<file path="src/rtl/bsg_reg_bank.sv">
// Register bank on a valid/ready bus: one control register plus NUM_DATA data registers.
// Define BSG_REG_BANK_STICKY_EN to make status bits sticky (W1C) and drive irq.
module bsg_reg_bank #(
  parameter int unsigned DATA_W       = 8,
  parameter int unsigned ADDR_W       = 8,
  parameter int unsigned NUM_DATA     = 2,
  parameter int unsigned BASE_ADDR    = 'h10,
  parameter int unsigned CTRL_RW_BITS = 3
) (
  input  logic                             clk,
  input  logic                             rst_n,
  input  logic                             valid,
  input  logic                             write,
  input  logic [ADDR_W-1:0]                addr,
  input  logic [DATA_W-1:0]                wdata,
  output logic                             ready,
  output logic [DATA_W-1:0]                rdata,
  output logic                             err,
  input  logic [DATA_W-CTRL_RW_BITS-1:0]   status_in,
  output logic [CTRL_RW_BITS-1:0]          ctrl_out,
  output logic [NUM_DATA*DATA_W-1:0]       data_out,
  output logic [NUM_DATA-1:0]              wr_strobe,
  output logic                             irq
);

  localparam int unsigned       SW           = DATA_W - CTRL_RW_BITS;
  localparam logic [ADDR_W-1:0] LP_CTRL_ADDR = ADDR_W'(BASE_ADDR);

  generate
    if (NUM_DATA < 1 || NUM_DATA > 16) begin : g_bad_num_data
      $error("bsg_reg_bank: NUM_DATA must be in 1..16");
    end
    if (CTRL_RW_BITS < 1 || CTRL_RW_BITS >= DATA_W) begin : g_bad_ctrl_bits
      $error("bsg_reg_bank: CTRL_RW_BITS must be in 1..DATA_W-1");
    end
    if ((64'(BASE_ADDR) + 64'(NUM_DATA)) >= (64'd1 << ADDR_W)) begin : g_bad_addr_map
      $error("bsg_reg_bank: BASE_ADDR+NUM_DATA does not fit in ADDR_W bits");
    end
  endgenerate

  typedef enum logic {IDLE = 1'b0, RESP = 1'b1} state_t;

  state_t                  r_state;
  state_t                  w_state_next;
  logic [CTRL_RW_BITS-1:0] r_ctrl;
  logic [SW-1:0]           r_status;
  logic [SW-1:0]           w_status_next;
  logic [DATA_W-1:0]       r_rdata;
  logic                    r_err;
  logic [NUM_DATA-1:0]     r_strobe;
  logic [NUM_DATA-1:0]     w_sel;
  logic                    w_is_ctrl;
  logic                    w_hit;
  logic                    w_commit;
  logic                    w_wr;
  logic [DATA_W-1:0]       w_rd_data;

  always_ff @(posedge clk or negedge rst_n) begin
    if (!rst_n) begin
      r_state <= IDLE;
    end else begin
      r_state <= w_state_next;
    end
  end

  always_comb begin
    w_state_next = r_state;
    case (r_state)
      IDLE:    if (valid) w_state_next = RESP;
      RESP:    w_state_next = IDLE;
      default: w_state_next = IDLE;
    endcase
  end

  // Accesses commit on the accepting edge, so RESP only presents results.
  assign w_commit  = (r_state == IDLE) && valid;
  assign w_wr      = w_commit && write;
  assign w_is_ctrl = (addr == LP_CTRL_ADDR);
  assign w_hit     = w_is_ctrl || (|w_sel);

  genvar gi;
  generate
    for (gi = 0; gi < NUM_DATA; gi++) begin : g_data
      localparam logic [ADDR_W-1:0] LP_ADDR = ADDR_W'(BASE_ADDR + 1 + gi);
      logic [DATA_W-1:0] r_q;

      assign w_sel[gi] = (addr == LP_ADDR);

      always_ff @(posedge clk or negedge rst_n) begin
        if (!rst_n) begin
          r_q <= '0;
        end else if (w_wr && w_sel[gi]) begin
          r_q <= wdata;
        end
      end

      assign data_out[gi*DATA_W +: DATA_W] = r_q;
    end
  endgenerate

  always_comb begin
    w_rd_data = '0;
    for (int i = 0; i < NUM_DATA; i++) begin
      if (w_sel[i]) w_rd_data = data_out[i*DATA_W +: DATA_W];
    end
    if (w_is_ctrl) w_rd_data = {r_status, r_ctrl};
  end

  always_ff @(posedge clk or negedge rst_n) begin
    if (!rst_n) begin
      r_ctrl <= '0;
    end else if (w_wr && w_is_ctrl) begin
      r_ctrl <= wdata[CTRL_RW_BITS-1:0];
    end
  end

  always_ff @(posedge clk or negedge rst_n) begin
    if (!rst_n) begin
      r_status <= '0;
    end else begin
      r_status <= w_status_next;
    end
  end

`ifdef BSG_REG_BANK_STICKY_EN
  logic [SW-1:0] w_w1c;
  logic          r_irq;

  // New status events take priority over a simultaneous W1C.
  assign w_w1c         = (w_wr && w_is_ctrl) ? wdata[DATA_W-1:CTRL_RW_BITS] : '0;
  assign w_status_next = (r_status & ~w_w1c) | status_in;

  always_ff @(posedge clk or negedge rst_n) begin
    if (!rst_n) begin
      r_irq <= 1'b0;
    end else begin
      r_irq <= |w_status_next;
    end
  end

  assign irq = r_irq;
`else
  logic w_unused_wdata;

  assign w_unused_wdata = ^wdata[DATA_W-1:CTRL_RW_BITS];
  assign w_status_next  = status_in;
  assign irq            = 1'b0;
`endif

  // Writes and misses return zero; response registers clear outside RESP.
  always_ff @(posedge clk or negedge rst_n) begin
    if (!rst_n) begin
      r_rdata  <= '0;
      r_err    <= 1'b0;
      r_strobe <= '0;
    end else if (w_commit) begin
      r_rdata  <= (write || !w_hit) ? '0 : w_rd_data;
      r_err    <= !w_hit;
      r_strobe <= write ? w_sel : '0;
    end else begin
      r_rdata  <= '0;
      r_err    <= 1'b0;
      r_strobe <= '0;
    end
  end

  assign ready     = (r_state == RESP);
  assign rdata     = r_rdata;
  assign err       = r_err;
  assign ctrl_out  = r_ctrl;
  assign wr_strobe = r_strobe;

endmodule

</file>
<file path="config.mk">
export PLATFORM = sky130hd
export DESIGN_NAME = bsg_reg_bank
export DESIGN_NICKNAME = d
export VERILOG_FILES = /design/src/rtl/bsg_reg_bank.sv
export SDC_FILE = /design/constraint.sdc
export NUM_CORES = 1
export LEC_CHECK = 0
export CORE_MARGIN = 2
export CORE_UTILIZATION = 47
export DETAILED_ROUTE_END_ITERATION = 8
export GPL_TIMING_DRIVEN = 0
export PLACE_DENSITY_LB_ADDON = 0.12
export SLEW_MARGIN = 20
export SYNTH_ARGS = -nofsm -noshare
export SYNTH_HDL_FRONTEND = slang
export SYNTH_SLANG_ARGS = --single-unit
</file>
<file path="constraint.sdc">
create_clock -name clk -period 2.55 [get_ports clk]
set_clock_uncertainty 0.1 [all_clocks]
set_input_delay 0.51 -clock clk [delete_from_list [all_inputs] [get_ports clk]]
set_output_delay 0.51 -clock clk [all_outputs]
set_load 0.01 [all_outputs]
</file>
==> results.sh <==
export IMPL_r2r_cells=4
export IMPL_power_leakage_nw=1.01
export IMPL_p_int_uw=856
export IMPL_vdd_drop_max_uv=280
export IMPL_clockBufferDepth=2
export IMPL_synth_edf_count=0
export IMPL_fill_cells=229
export IMPL_synthArstFlopShare_pct=100
export IMPL_synth_adder_area_share_pct=0
export IMPL_arrival_ps=2280
export IMPL_post_route_cell_area_mm2=0.00225
export IMPL_syn_area_per_cell_um2=14.2
export IMPL_path_max_fanout=10
export IMPL_wl_per_cell_um=15.6
export IMPL_p_switching_uw=243
export IMPL_antenna_found_initial=0
export IMPL_grt_max_degree=21
export IMPL_overflow=0
export IMPL_die_area_mm2=0.00377
export IMPL_globalplace_congestion=0.803
export IMPL_synth_top_family_by_area="simple AND/OR/NAND/NOR gates"
export IMPL_pwr_share_comb_pct=11.1
export IMPL_min_period_ps=2180
export IMPL_fin_hold_ws_ps=8.18
export IMPL_maxCapViolCount=0
export IMPL_cts_num_sinks=36
export IMPL_row_count=20
export IMPL_wl_um=3390
export IMPL_grt_pass1_vias=1213
export IMPL_start_util_pct=50.0
export IMPL_drc=0
export IMPL_synth_simple_gate_area_share_pct=16.3
export IMPL_fin_crit_sh_pct=85.3
export IMPL_rr_endpoint="g_data[1].r_q[4]$_DFFE_PN0P_"
export IMPL_sw_frac_of_total_pct=22.1
export IMPL_grt_usage_pct=20.7
export IMPL_endpoint_kind="flop"
export IMPL_synthesis_nets=134
export IMPL_clock_latency_ps=320
export IMPL_cts_root_buf="clkbuf_4"
export IMPL_cts_max_level=2
export IMPL_hold_violations=0
export IMPL_fin_nets=197
export IMPL_dp_hpwl_um=2440
export IMPL_clock_fmax_mhz=460
export IMPL_cts_setup_buffers=0
export IMPL_synth_area_mm2=0.00155
export IMPL_numCtsBuffers=5
export IMPL_ioPinCount=57
export IMPL_grt_pass1_wl_um=5560
export IMPL_syn_inst=109
export IMPL_cellPowerDensity_mw_per_mm2=487
export IMPL_p_seq_share_pct=53.6
export IMPL_synth_xor_area_share_pct=0
export IMPL_via_per_inst=5.11
export IMPL_antenna_cells=0
export IMPL_reg2reg_from="ready$_DFF_PN0_"
export IMPL_fin_setup_tns_ps=0
export IMPL_area_growth_pct=45.4
export IMPL_portBuffers=55
export IMPL_drt_iter0_markers=34
export IMPL_required_ps=2660
export IMPL_clk_pin_slew_ps=110
export IMPL_ys_seq_elements=36
export IMPL_post_cts_resized=0
export IMPL_yosysWarnings=0
export IMPL_rrSetupSlack_ps=730
export IMPL_num_vias=1109
export IMPL_antenna_left=0
export IMPL_cts_hold_buf=0
export IMPL_seq_area_frac_synth_pct=58.1
export IMPL_ys_types=21
export IMPL_rsz0062_at_grt="no"
export IMPL_path_class="primary input to flop"
export IMPL_placed_cell_area_mm2=0.00218
export IMPL_placedCellCount=209
export IMPL_yosys_mux_area_fraction_pct=13.8
export IMPL_cts_tree="done"
export IMPL_ys_flop_type="dfrtp_1"
export IMPL_maxSlewViolCount=0
export IMPL_firstDrtPassIters=4
export IMPL_drive_gt1_share_pct=26.0
export IMPL_synth_compound_area_share_pct=9.04
export IMPL_worst_setup_path_start_kind="primary input"
export IMPL_status="complete, no violations"
export IMPL_hold_class="primary input to async pin"
export IMPL_p_clk_share_pct=35.3
export IMPL_final_cells=217
export IMPL_dieHeight_um=61.4
export IMPL_setup_viol=0
export IMPL_die_w_um=61.4
export IMPL_coreArea_mm2=0.00310
-- cell usage in the layout, fill, tap and decap left out --
cell type / instances
a2111oi_2: 8
a211oi_2: 1
nor4_1: 1
nor2b_1: 9
inv_1: 2
buf_16: 1
nor4b_1: 2
or4_1: 1
nor4b_4: 1
nor3_1: 1
clkinv_2: 1
clkbuf_4: 5
mux2_2: 19
bufinv_16: 1
buf_2: 2
conb_1: 1
dfrtp_1: 36
nand4_2: 2
buf_4: 2
clkbuf_1: 4
nor2_1: 8
a21boi_0: 1
nand4_4: 1
clkdlybuf4s50_1: 54
and4_2: 1
nand2b_1: 8
-- kinds of logic (layout without fill, tap and decap cells) --
logic type | Yosys count | in the layout
compound gates | 10 | 10
buf+inv | 8 | 72
flops | 36 | 36
mux | 19 | 19
other cells | 1 | 1
simple gates | 35 | 35
-- stage by stage --
| step | setup WS, ps | util (%) | total power, mW |
|---|---|---|---|
| after floorplan | 770 | - | 0.639 |
| after global placement | 101 | 69.5 | 0.715 |
| after detailed placement | 19.8 | 70.2 | 0.723 |
| after CTS | 377 | 72.7 | 1.11 |
| after global routing | 279 | 72.7 | 1.15 |
| final | 374 | 72.7 | 1.10 |
-- cell usage after synthesis, types with 2 or more instances --
cell type / n / area (µm²)
nor2_1: 8 / 30.0
mux2_2: 19 / 214
nor2b_1: 9 / 56.3
buf_4: 2 / 15.0
inv_1: 2 / 7.51
nor4b_1: 2 / 17.5
clkbuf_1: 3 / 11.3
nand2b_1: 8 / 50.1
a2111oi_2: 8 / 120
nand4_2: 2 / 25.0
dfrtp_1: 36 / 901
-- state kept, by name, indices dropped and copies added (netlist names) --
signal,flops
rdata,8
err,1
r_status,5
wr_strobe,2
ctrl_out,3
ready,1
g_data.r_q,16
-- layout make-up --
class	instances	area (µm²)	share of cell area (%)
Multi-Input combinational cell	65	611	27.1
Clock buffer	6	41.3	1.83
Clock inverter	2	35.0	1.55
Timing Repair Buffer	56	573	25.4
Tap cell	44	55.1	2.44
Buffer	6	31.3	1.39
Sequential cell	36	901	40.0
Inverter	2	7.51	0.333
-- routing by layer --
metal	GRT usage, %	part of all wire [%]	routed length (µm)	vias up
met2	33.7	52	1770	38
met5	0	0	0	-
li1	-	-	-	519
met3	5.04	6.9	233	4
met4	9.73	1.1	37	0
met1	26.0	40	1350	548
-- worst max-delay path by stage --
stage | startpoint | to | slack [ps]
after floorplan | addr[5] | ctrl_out[0]$_DFFE_PN0P_ | 770
after global placement | addr[0] | g_data[1].r_q[0]$_DFFE_PN0P_ | 100
after detailed placement | addr[0] | g_data[1].r_q[3]$_DFFE_PN0P_ | 20
after CTS | addr[0] | g_data[1].r_q[4]$_DFFE_PN0P_ | 380
after global routing | addr[0] | g_data[1].r_q[4]$_DFFE_PN0P_ | 280
final | addr[0] | g_data[1].r_q[4]$_DFFE_PN0P_ | 370
-- power by group through the flow --
stage / clock network [mW] / registers (mW) / logic (mW)
final: 0.388 / 0.590 / 0.122
after global routing: 0.425 / 0.591 / 0.133
after CTS: 0.397 / 0.590 / 0.124
after detailed placement: 0 / 0.601 / 0.122
after global placement: 0 / 0.600 / 0.115
after floorplan: 0 / 0.604 / 0.0356
-- critical path: stages --
cell             delay (ps)
clkdlybuf4s50_1         430
buf_2                   190
nor4b_1                 340
nand4_2                 400
mux2_2                  400
No activity file was read; power rests on OpenSTA's default activity.
